===== src/rtl/dispatch_pkg.sv =====
`default_nettype none
// ============================================================================
// Module   : dispatch_pkg
// Purpose  : Shared types, constants and the eligible-consumer search used by
//            the 4-way dispatcher.
// Revision : 1.0 - initial release
// ============================================================================
package dispatch_pkg;

    localparam int NCONS = 4;

    typedef enum logic [0:0] {
        EMPTY = 1'b0,
        HOLD  = 1'b1
    } state_t;

    // First index k with mask[k]=1, scanning base, base+1, ... modulo NCONS.
    // Returns base when the mask is empty; callers only use it on a nonzero mask.
    function automatic logic [1:0] next_eligible(input logic [NCONS-1:0] mask,
                                                 input logic [1:0]       base);
        logic [1:0] idx;
        logic       found;
        next_eligible = base;
        found         = 1'b0;
        for (int i = 0; i < NCONS; i++) begin
            idx = base + 2'(i);
            if (!found && mask[idx]) begin
                next_eligible = idx;
                found         = 1'b1;
            end
        end
    endfunction

endpackage
`default_nettype wire


===== src/rtl/dmux4way.sv =====
`default_nettype none
// ============================================================================
// Module   : dmux4way
// Purpose  : 1-to-4 demultiplexer; routes a single bit onto the output lane
//            chosen by the select, all other lanes driven low.
// Revision : 1.0 - initial release
// ============================================================================
module dmux4way (
    input  logic       i_din,
    input  logic [1:0] i_sel,
    output logic [3:0] o_dout
);

    // Steer the input bit onto the selected lane only.
    always_comb begin
        o_dout        = 4'b0000;
        o_dout[i_sel] = i_din;
    end

endmodule
`default_nettype wire


===== src/rtl/dispatch_4way.sv =====
`default_nettype none
// ============================================================================
// Module   : dispatch_4way
// Purpose  : Single-entry buffer that takes words from one producer and hands
//            each to one of four consumers, chosen round-robin among the
//            consumers enabled by en_mask. Full throughput: a word can be
//            accepted in the same cycle the held word is dispatched.
// Options  : DISPATCH_4WAY_STATS_EN - adds disp_count, per-consumer 8-bit
//            wrapping dispatch counters.
// Revision : 1.0 - initial release
// ============================================================================
module dispatch_4way
    import dispatch_pkg::*;
#(
    parameter int DATA_W = 16
) (
    input  logic                    clk,
    input  logic                    rst_n,
    input  logic                    in_valid,
    output logic                    in_ready,
    input  logic [DATA_W-1:0]       in_data,
    input  logic [NCONS-1:0]        en_mask,
    output logic [NCONS-1:0]        out_valid,
    input  logic [NCONS-1:0]        out_ready,
    output logic [DATA_W-1:0]       out_data,
    output logic [1:0]              out_sel
`ifdef DISPATCH_4WAY_STATS_EN
    ,
    output logic [NCONS-1:0][7:0]   disp_count
`endif
);

    state_t              r_state;
    state_t              w_next_state;
    logic [1:0]          r_rr_ptr;
    logic [1:0]          r_sel;
    logic [DATA_W-1:0]   r_data;
    logic                w_hold;
    logic                w_dispatch;
    logic                w_transfer;
    logic                w_mask_any;
    logic [1:0]          w_base;
    logic [1:0]          w_target;

    assign w_hold     = (r_state == HOLD);
    assign w_mask_any = |en_mask;
    assign w_dispatch = out_valid[r_sel] & out_ready[r_sel];
    assign w_transfer = in_valid & in_ready;

    // A word accepted alongside a dispatch must search from the already
    // advanced pointer, otherwise back-to-back words would hit the same target.
    assign w_base     = w_dispatch ? (r_sel + 2'd1) : r_rr_ptr;
    assign w_target   = next_eligible(en_mask, w_base);

    assign out_data   = r_data;
    assign out_sel    = r_sel;

    // HOLD flag fanned out to the targeted consumer's valid lane.
    dmux4way u_dmux (
        .i_din  (w_hold),
        .i_sel  (r_sel),
        .o_dout (out_valid)
    );

    // Next-state and producer-side handshake; in_ready is forced low in reset.
    always_comb begin
        w_next_state = r_state;
        in_ready     = 1'b0;
        case (r_state)
            EMPTY: begin
                in_ready = rst_n & w_mask_any;
                if (in_ready && in_valid) begin
                    w_next_state = HOLD;
                end
            end
            HOLD: begin
                in_ready = rst_n & w_dispatch & w_mask_any;
                if (w_dispatch && !(in_ready && in_valid)) begin
                    w_next_state = EMPTY;
                end
            end
            default: begin
                w_next_state = EMPTY;
            end
        endcase
    end

    // State register.
    always_ff @(posedge clk or negedge rst_n) begin
        if (!rst_n) begin
            r_state <= EMPTY;
        end else begin
            r_state <= w_next_state;
        end
    end

    // Buffer, target and round-robin pointer; the target is latched at
    // acceptance and never re-evaluated against a changing mask.
    always_ff @(posedge clk or negedge rst_n) begin
        if (!rst_n) begin
            r_rr_ptr <= 2'd0;
            r_sel    <= 2'd0;
            r_data   <= '0;
        end else begin
            if (w_dispatch) begin
                r_rr_ptr <= r_sel + 2'd1;
            end
            if (w_transfer) begin
                r_sel  <= w_target;
                r_data <= in_data;
            end
        end
    end

`ifdef DISPATCH_4WAY_STATS_EN
    logic [NCONS-1:0][7:0] r_disp_count;

    // Per-consumer dispatch counters, wrapping naturally at 8 bits.
    always_ff @(posedge clk or negedge rst_n) begin
        if (!rst_n) begin
            r_disp_count <= '0;
        end else if (w_dispatch) begin
            r_disp_count[r_sel] <= r_disp_count[r_sel] + 8'd1;
        end
    end

    assign disp_count = r_disp_count;
`endif

endmodule
`default_nettype wire


===== config.mk =====
export PLATFORM = sky130hd
export DESIGN_NAME = dispatch_4way
export DESIGN_NICKNAME = d
export VERILOG_FILES = /design/src/rtl/dispatch_pkg.sv /design/src/rtl/dmux4way.sv /design/src/rtl/dispatch_4way.sv
export SDC_FILE = /design/constraint.sdc
export NUM_CORES = 1
export LEC_CHECK = 0
export CORE_MARGIN = 5
export CORE_UTILIZATION = 39
export CTS_CLUSTER_SIZE = 28
export DETAILED_ROUTE_END_ITERATION = 8
export GPL_ROUTABILITY_DRIVEN = 0
export PLACE_DENSITY_LB_ADDON = 0.1
export SYNTH_ARGS = -nofsm -noshare
export SYNTH_HDL_FRONTEND = slang
export SYNTH_SLANG_ARGS = --single-unit

===== constraint.sdc =====
create_clock -name clk -period 2 [get_ports clk]
set_clock_uncertainty 0.1 [all_clocks]
set_input_delay 0.6 -clock clk [delete_from_list [all_inputs] [get_ports clk]]
set_output_delay 0.6 -clock clk [all_outputs]
set_load 0.01 [all_outputs]

==> flow_summary.ini, run 1 <==
[status]
outcome = complete, but fails checks
violations = negative setup slack

[drt]
num_vias = 1221
viasPerCell = 5.02
firstDrtPassIters = 4
wl_mm = 3.77
drc = 0
routedWlPerCell_um = 15.5
drt_iter0_drc = 41
detail-route-antenna-nets = 0

[yosys]
yosys_register_bits = 21
synth_area_leaders = dfrtp_1, mux2_4, ha_1
synthFlopType = dfrtp_1
netlist_area_sq_um = 1250
synth_area_per_cell_sq_um = 11.6
syn_nets = 139
yosysTopAreaCell = dfrtp_1
ys_seq_area_share_pct = 42.1
synth_common_cells = dfrtp_1, mux2_4, inv_1
synthArstFlopShare_pct = 100
netlist_instances = 108
synth-edff-count = 0
synth_top_area_share_pct = 42.1
ys_warn_count = 0
synth_cell_types = 36
synthMostInstantiatedCell = dfrtp_1

[worst_setup_path]
path_max_fanout = 2
r2r-start = out_sel[1]
cp-start-kind = input pin
crit_end = in_ready
crit_required_ps = 1300
rr_worst_depth = 10
cp-startpoint = out_ready[3]
worstReg2RegEnd = out_data[2]
reg2reg_slack_ps = -400
endpoint_kind = output port
critPathArrivalTime_ps = 1800
path_class = input pin to output port

[floorplanning]
ios = 50
start_util_pct = 40.9
fp-row-count = 20
core_region_area_sq_um = 3050
die_x_um = 66.6
die-area_sq_um = 4430
die_h_um = 66.6

[global_routing]
busiest_layer = met2
gr-usage-met1_pct = 19.7
grtUsageTotal_pct = 17.5
grt_pass1_wl_mm = 5.97
grt_overflow = 0
grt_antenna_before_repair = 0
grt_start_max_net_pins = 22
use_met3_pct = 3.71
grtUsageMet2_pct = 31.9
grt_pass1_vias = 1355

[sta]
max-slew-margin-rel_pct = 75.2
hold_ws_ps = 425
max_freq_mhz = 401
setup_viol = 23
worst_pin_slew_ps = 370
hold_violations = 0
slew_viol_final = 0
period_minus_slack_ps = 2500
period_share_pct = 125
rsz0062_at_grt = true
fin_ws_ps = -495

[cts]
clock_sinks = 21
path_clk_slew_ps = 110
hold_buffers = 0
insertion_delay_ps = 300
cts_tree = yes
cts-root-buf = clkbuf_4
cts.path.max_buffers = 2
numCtsBuffers = 3
h-tree-depth = 1

[place]
dp_hpwl_mm = 2.66
port_buffers = 49
place_area_sq_um = 2040

[run]
drv_cap = 0

[cells_and_area]
area_delta_synth_final_pct = 82.3
antenna_cells = 0
drive_gt1_share_pct = 48.2
fin_nets = 231
fin_area_sq_um = 2280

[pwr]
powerDensity_nw_per_um2 = 1400
p_leak_nw = 1.00
vdd_drop_max_mv = 0.728
finalPower_mw = 3.18

[min_path]
hold_path_class = flip-flop to flip-flop
-- cell families after synthesis --
kind of cell / count (synthesis) / synth area share (%)
mux: 18 / 20.9
buf+inv: 12 / 5.01
fa+ha+maj: 4 / 4.01
flops: 21 / 42.1
compound gates: 23 / 13.7
simple gates: 30 / 14.2
-- critical path: stages --
cell and delay, ps:
clkdlybuf4s50_1 520, nand3_2 130, a21oi_4 200, o21ai_4 70
a21oi_2 130, buf_2 140
-- through the flow --
step                      util, %  setup slack (ps)  TNS, ps  std cells
final                        74.5              -495    -7890        243
after global placement       66.9              -923   -11540        226
after floorplan                 -             -98.3     -981        108
after global routing         74.5              -531    -8980        243
after CTS                    71.7              -453    -4740        239
after detailed placement     66.9              -921   -11920        226
-- state kept, by name (all words and copies together), names as in the netlist --
name,count
out_sel,2
out_data,16
r_rr_ptr,2
r_state,1
-- cell usage in the layout (no fill, tap or decap), types with 4 or more instances in the layout --
cell type        count
buf_4               31
buf_2                4
inv_1                5
ha_4                 4
clkdlybuf4s50_1     36
buf_6               10
nor2_1               7
dlygate4sd2_1        7
mux2_4              16
dfrtp_1             19
-- worst min-delay path by stage --
stage / slack [ps] / depth (start not counted) / endpoint / from
after global routing: 450 / 1 / out_data[4] / out_data[4]
after floorplan: 200 / 0 / out_data[0] / rst_n
final: 430 / 1 / out_data[4] / out_data[4]
after detailed placement: 400 / 1 / out_data[11] / out_data[11]
after CTS: 430 / 1 / out_data[4] / out_data[4]
after global placement: 390 / 1 / out_data[4] / out_data[4]
-- layout make-up --
cell class	count	area, sq um
Timing Repair Buffer	91	846
Multi-Input combinational cell	75	783
Fill cell	215	777
Sequential cell	21	528
Tap cell	44	55.1
Inverter	8	37.5
Clock buffer	4	26.3
-- layer usage --
metal	vias up	wire, um
li1	581	-
met1	594	1510
met5	-	0
met4	0	83
met3	8	183
met2	38	2000
-- repair_timing --
item                                    in CTS  in global routing
setup buffers                                9                  7
cloned                                       1                  0
pin swaps                                   12                  9
resized for setup                           45                 15
endpoints found under the setup margin      25                 23
-- power breakdown --
group	internal [mW]	switching [mW]
registers	0.642	0.195
clock network	0.0776	0.123
logic	1.31	0.828
total	2.03	1.15
Power figures use the tool's default switching activity.
==> run 2, diff against run 1 <==
Settings changed: CORE_MARGIN 5 to 8.
==> run 2 against run 1 <==
Against the previous run: the flow still finishes with violations (negative setup slack); hold slack got worse by 38 ps; highest routed layer unchanged; register-to-register slack improved by 50 ps; flip-flop and latch count unchanged; critical endpoint unchanged; total power decreased by 2.4%; global-route usage decreased by 3.8 points; count of clock-buffer cells in the layout unchanged; combinational power is 4% lower.
==> flow_summary.ini, run 2 (synthesis results as in run 1) <==
[status]
outcome = complete, but fails checks
violations = negative setup slack

[worst_setup_path]
crit_required_ps = 1300
worstReg2RegEnd = out_data[0]
crit_end = in_ready
cp-startpoint = en_mask[1]
critPathArrivalTime_ps = 1750
r2r-start = out_sel[1]
cp-start-kind = input pin
endpoint_kind = output port
rr_worst_depth = 9
path_max_fanout = 2
reg2reg_slack_ps = -350
path_class = input pin to output port

[drt]
drc = 0
num_vias = 1210
routedWlPerCell_um = 15.8
wl_mm = 3.76
firstDrtPassIters = 4
detail-route-antenna-nets = 0
drt_iter0_drc = 47
viasPerCell = 5.08

[floorplanning]
die_h_um = 72.6
start_util_pct = 40.9
fp-row-count = 20
die-area_sq_um = 5270
core_region_area_sq_um = 3050
die_x_um = 72.6
ios = 50

[sta]
period_minus_slack_ps = 2450
setup_viol = 23
worst_pin_slew_ps = 367
max-slew-margin-rel_pct = 75.5
hold_violations = 0
slew_viol_final = 0
max_freq_mhz = 407
fin_ws_ps = -455
rsz0062_at_grt = true
period_share_pct = 123
hold_ws_ps = 387

[global_routing]
grt_pass1_vias = 1295
grt_pass1_wl_mm = 5.81
grt_start_max_net_pins = 23
grtUsageTotal_pct = 13.6
grt_overflow = 0
grt_antenna_before_repair = 0

[cts]
cts.path.max_buffers = 2
clock_sinks = 21
h-tree-depth = 1
numCtsBuffers = 3
insertion_delay_ps = 300
cts-root-buf = clkbuf_4
path_clk_slew_ps = 120
cts_tree = yes

[place]
port_buffers = 49
dp_cells = 223
place_area_sq_um = 2030
dp_hpwl_mm = 2.78
place_ws_ps = -937

[run]
drv_cap = 0

[pwr]
p_leak_nw = 0.985
finalPower_mw = 3.10
vdd_drop_max_mv = 0.758
powerDensity_nw_per_um2 = 1390

[cells_and_area]
layout_commonest_cell = clkdlybuf4s50_1
area_delta_synth_final_pct = 79.1
fin_area_sq_um = 2240
nFillCells = 236
drive_gt1_share_pct = 43.8
fin_nets = 226
stdcell_count = 238
antenna_cells = 0
multiInputGateArea_sq_um = 766
largest_reg_flops = 16
mostFrequentLayoutCells = clkdlybuf4s50_1, buf_4, dfrtp_1
area.sequential_sq_um = 528

[min_path]
hold_path_class = input pin to asynchronous set/reset pin
run 2: through the flow:
stage | util (%) | setup TNS, ps
after floorplan | - | -981
after global placement | 66.6 | -11480
after detailed placement | 66.6 | -12390
after CTS | 71.7 | -4530
after global routing | 73.2 | -8280
final | 73.2 | -7010
run 2: timing repair:
action                                 4_1_cts  5_1_grt
gates cloned                                 1        1
resized for setup                           40       10
endpoints found under the hold margin        0        0
setup endpoints to repair                   25       23
hold buffers                                 0        0
buffers inserted                             7        2
pin swaps                                    8        7
run 2: layout make-up:
| cell class | instances | share of cell area, % |
|---|---|---|
| clock buffers | 4 | 1.18 |
| inverters | 8 | 1.68 |
| repair buffers | 86 | 36.8 |
| multi-input cells | 75 | 34.2 |
| flip-flops and latches | 21 | 23.6 |
| well taps | 44 | 2.46 |
run 2: worst min-delay path by stage:
stage | start | endpoint | slack, ps | cells after the start
after floorplan | rst_n | out_data[0] | 200 | 0
after global placement | out_data[1] | out_data[1] | 390 | 1
after detailed placement | out_data[8] | out_data[8] | 390 | 1
after CTS | rst_n | out_data[13] | 370 | 2
after global routing | rst_n | out_sel[0] | 380 | 2
final | rst_n | r_rr_ptr[0] | 390 | 2
run 2: worst max-delay path, cell delays in order:
cell and delay, ps:
clkdlybuf4s50_1 440, or4_4 450, nand2_2 80, a21oi_2 30, buf_2 150
run 2: power by group:
part	internal (mW)	switching (mW)
Clock	0.0776	0.126
Combinational	1.27	0.795
Sequential	0.642	0.194
Total	1.99	1.11
run 2: metal layers:
layer  global-route usage, %  wire (um)  share of wire, %  vias up
li1                        -          -                 -      565
met1                    14.7       1510                40      584
met2                    24.5       1940                52       51
met3                    3.98        202               5.4       10
met4                    5.11         98               2.6        0
met5                       0          0                 0        -
==> run 3, diff against run 2 <==
Settings changed: CELL_PAD_IN_SITES_DETAIL_PLACEMENT set to 1, CELL_PAD_IN_SITES_GLOBAL_PLACEMENT set to 1, CORE_UTILIZATION 39 to 29.
==> run 3 against run 2 <==
Against the previous run: the run still ends with negative setup slack left; clock power rose by 36%; sequential share of layout area shrank 1.9 points; critical path depth grew 5; total power up 14%; via count up 9.9%; largest cell class unchanged; largest power group unchanged.
==> flow_summary.ini, run 3 (synthesis results as in run 1) <==
[cells_and_area]
fin_area_sq_um = 2430
area_delta_synth_final_pct = 94.4
layout_commonest_cell = clkdlybuf4s50_1
mostFrequentLayoutCells = clkdlybuf4s50_1, buf_4, dfrtp_1
largest_reg_flops = 16
fin_nets = 239
stdcell_count = 260
post-route-util_pct = 56.9
drive_gt1_share_pct = 48.3

[cts]
numCtsBuffers = 3
hold_buffers = 0
insertion_delay_ps = 260
clock_sinks = 21
h-tree-depth = 1
cts.path.max_buffers = 2
path_clk_slew_ps = 70
cts-root-buf = clkbuf_8
cts_tree = yes

[global_routing]
grt_start_max_net_pins = 23
grtUsageTotal_pct = 14.1
grt_antenna_before_repair = 1
grt_pass1_wl_mm = 7.35
grt_pass1_vias = 1445
grt_overflow = 0

[drt]
drc = 0
routedWlPerCell_um = 20.6
firstDrtPassIters = 4
detail-route-antenna-nets = 0
num_vias = 1330
drt_iter0_drc = 75
wl_mm = 5.34
viasPerCell = 5.12

[floorplanning]
core_region_area_sq_um = 4260
start_util_pct = 29.3
die-area_sq_um = 6660
fp-row-count = 24
ios = 50
die_h_um = 81.6
die_x_um = 81.6

[sta]
rsz0062_at_grt = true
max-slew-margin-rel_pct = 66.2
period_share_pct = 124
worst_pin_slew_ps = 507
period_minus_slack_ps = 2470
hold_ws_ps = 414
setup_viol = 25
slew_viol_final = 0
fin_ws_ps = -473
max_freq_mhz = 404
hold_violations = 0

[worst_setup_path]
path_cells = clkinv_4, ha_4, nand3b_1, a21oi_4, buf_4, buf_6, o31a_4, buf_12, buf_12, mux2_4
crit_slowest_cell = dfrtp_2
crit_top_cell = buf_12
critPathArrivalTime_ps = 2510
cpPeakStageDelay_ps = 530
path_max_fanout = 6
endpoint_kind = flip-flop
crit_required_ps = 2040
crit_family = buffers and inverters
crit_buf_inv = 5
path_class = flip-flop to flip-flop
cp-start-kind = flip-flop

[pwr]
powerDensity_nw_per_um2 = 1460
intPower_mw = 2.21
vdd_drop_max_mv = 0.605
pwr-share-seq_pct = 24.6
p_leak_nw = 1.08
p_clk_share_pct = 7.8
combinationalPowerShare_pct = 67.7
switching_share_pct = 37.5
power_switching_mw = 1.33

[min_path]
hold_path_class = flip-flop to flip-flop

[place]
place_ws_ps = -980
port_buffers = 49
dp_hpwl_mm = 3.34
place_area_sq_um = 2040
dp_cells = 232

[status]
violations = negative setup slack
outcome = complete, but fails checks

[run]
drv_cap = 0
==> run 3: repair_timing <==
item,4_1_cts,5_1_grt
cloned,1,0
endpoints found under the setup margin,26,24
pin swaps,16,6
gates resized for setup,50,15
setup buffers,16,9
==> run 3: path summary, 6_finish.rpt <==
kind,from,endpoint,slack (ps),cells past startpoint
min in group asynchronous,rst_n,r_rr_ptr[0],660,2
max in group asynchronous,rst_n,out_sel[1],970,2
max,out_sel[1],out_data[14],-470,10
min reg2reg,out_data[5],out_data[5],410,1
min,out_data[5],out_data[5],410,1
max reg2reg,out_sel[1],out_data[14],-470,10
==> run 3: layout make-up <==
type	instances	area [sq um]
Fill cell	460	1840
Multi-Input combinational cell	75	796
Sequential cell	21	528
Antenna cell	1	2.50
Inverter	8	37.5
Tap cell	52	65.1
Timing Repair Buffer	99	953
Clock buffer	4	45.0
==> run 3: power by group through the flow <==
| stage | sequential [mW] | clock [mW] | combinational (mW) |
|---|---|---|---|
| after detailed placement | 0.842 | 0 | 1.90 |
| after global placement | 0.835 | 0 | 1.84 |
| final | 0.868 | 0.276 | 2.39 |
| after global routing | 0.893 | 0.318 | 2.52 |
| after CTS | 0.855 | 0.285 | 2.13 |
| after floorplan | 0.880 | 0 | 0.884 |
==> run 3: stage by stage <==
step | total power [mW] | setup TNS, ps
after global routing | 3.73 | -10710
final | 3.54 | -9490
after detailed placement | 2.74 | -13000
after floorplan | 1.76 | -981
after CTS | 3.27 | -6630
after global placement | 2.68 | -12270
==> run 3: metal layers <==
layer | routed length [um] | GRT usage (%) | vias up
met5 | 0 | 0 | -
met4 | 203 | 5.44 | 0
met3 | 238 | 3.17 | 18
met2 | 2870 | 25.2 | 46
met1 | 2040 | 16.0 | 669
li1 | - | - | 597
==> edit (flow settings as in run 3) <==
The option `DISPATCH_4WAY_STATS_EN` is turned on by a define.
--- a/src/rtl/dispatch_4way.sv
+++ b/src/rtl/dispatch_4way.sv
@@ -9,6 +9,8 @@
 //            wrapping dispatch counters.
 // Revision : 1.0 - initial release
 // ============================================================================
+`define DISPATCH_4WAY_STATS_EN
+
 module dispatch_4way
     import dispatch_pkg::*;
 #(
Check against the original RTL (old outputs only; new: disp_count): equivalent (equiv_simple and equiv_induct, registers matched by name and starting in step).
==> edit against run 3 <==
The flow still finishes with violations (setup timing). Combinational power rose by 100%. Worst hold slack got worse by 0.28 ns. Non-clock buffer count rose by 56. Worst setup slack improved by 0.023 ns. Total power rose by 110%. Final area rose by 100%. Via count rose by 78%. Routed wire length rose by 80%. Area after synthesis rose by 120%. Sequential cell count rose by 32. Critical path type is now reg -> out. Highest routed layer unchanged.
==> edit: results (changes against run 3) <==
status:
  violations: "setup timing"
  status: "complete, but fails checks"
logic_synthesis:
  synthTopCellsByArea: "dfrtp_1 49%, mux2_2 17%, mux4_2 5.0%, ha_1 2.3%, nand2_1 2.2%"
  yosysUniqueCellTypes: 43  # +19%
  synth.yosys.seq_area_share_pct: 49.01  # +6.9 points
  ys_top_cells_by_count: "53 x dfrtp_1, 40 x mux2_2, 16 x nand2_1, 8 x nand3_1, 8 x nor2_1"
sta:
  relSlewSlack_pct: 54.43  # -12 points
  setup_tns_ns: -17.13  # -7.647 ns
  fin_ws_ns: -0.4504  # +0.02273 ns
  setup_violations: 55  # +120%
placed_design:
  numPortBuffers: 81  # +65%
  hpwlAfterDp_mm: 6.360  # +91%
global_route:
  grt_pass1_wl_mm: 15.15  # +110%
  antenna_found_initial: 0  # -1
  grtUsageTotal_pct: 15.04  # +0.90 points
  grt_pass1_vias: 2657  # +84%
finish:
  largest_register_ffs: 32  # +16
  layout.nets: 399  # +67%
  antennaDiodeCount: 0  # -1
power_and_ir_drop:
  power.internal_mw: 4.544  # +110%
  ir_drop_v: 0.0005917  # -2.1%
drt:
  viasPerCell: 4.956  # -3.1%
  drt_iter0_markers: 91  # +21%
setup_path:
  max_stage_delay_ns: 0.51  # -0.02 ns
clock_tree:
  cts_made_buffers: 5  # +2
  clock_latency_ns: 0.31  # +0.05 ns
hold_path:
  hold_class: "in -> async"
-- edit: changes by cell type after synthesis, sizes merged, moves of 4 or more --
cell | run 3 | this run
nand2 | 5 | 16
nand3 | 2 | 8
nand4 | 1 | 7
mux4 | 0 | 8
a311oi | 4 | 0
mux2 | 17 | 45
xnor2 | 0 | 4
dfrtp | 21 | 53
-- edit: cell families after synthesis --
logic type                 Yosys count
and+or+nand+nor                     56
muxes                               53
DFF                                 53
AOI/OAI and AO/OA                   25
buffers and inverters               12
xor gates and xnor gates             6
adders and majority gates            5
-- edit: power groups by stage --
stage / clock network, mW / logic [mW] / registers [mW]
floorplan: 0 / 1.61 / 1.84
global placement: 0 / 3.59 / 1.73
detailed placement: 0 / 3.62 / 1.76
CTS: 0.815 / 4.51 / 1.75
global route: 0.850 / 5.15 / 1.81
finish: 0.789 / 4.81 / 1.76
-- edit: worst paths after layout --
kind | start | endpoint | slack [ns] | depth (start not counted)
max | out_sel[0]$_DFFE_PN0P_ | in_ready | -0.45 | 7
min | rst_n | r_state$_DFF_PN0_ | 0.14 | 2
max reg2reg | out_sel[0]$_DFFE_PN0P_ | out_data[1]$_DFFE_PN0P_ | -0.43 | 11
min reg2reg | out_data[12]$_DFFE_PN0P_ | out_data[12]$_DFFE_PN0P_ | 0.43 | 1
max in group asynchronous | rst_n | out_sel[1]$_DFFE_PN0P_ | 0.90 | 2
min in group clk | out_data[12]$_DFFE_PN0P_ | out_data[12]$_DFFE_PN0P_ | 0.43 | 1
-- edit: routing by layer --
| metal | track usage [%] | part of all wire, % |
|---|---|---|
| met4 | 3.147 | 1.0 |
| met2 | 22.91 | 47 |
| met1 | 20.25 | 45 |
| met3 | 4.938 | 7.4 |
| met5 | 0 | 0 |
-- edit: stage by stage --
stage	setup slack (ns)	power (mW)	hold WS [ns]	std cells	util [%]
final	-0.4504	7.355	0.1390	479	52.92
after global routing	-0.5563	7.810	0.1328	479	52.92
after CTS	-0.4450	7.083	0.1350	473	50.90
after detailed placement	-0.9245	5.375	0.3875	449	44.98
after global placement	-0.9213	5.322	0.3747	449	44.98
after floorplan	-0.2487	3.451	0.2044	210	-
-- edit: what timing repair did --
action,in CTS,in global routing
endpoints found under the setup margin,65,73
pin swaps,22,8
buffers inserted,14,9
resized for setup,117,45
cloned,4,0
-- edit: layout make-up --
type | instances | area (um^2) | share of cell area [%]
Inverter | 5 | 33.78 | 0.6975
Clock inverter | 3 | 48.80 | 1.007
Tap cell | 111 | 138.9 | 2.867
Timing Repair Buffer | 155 | 1516 | 31.31
Sequential cell | 53 | 1329 | 27.43
Multi-Input combinational cell | 147 | 1708 | 35.26
Clock buffer | 5 | 68.82 | 1.421
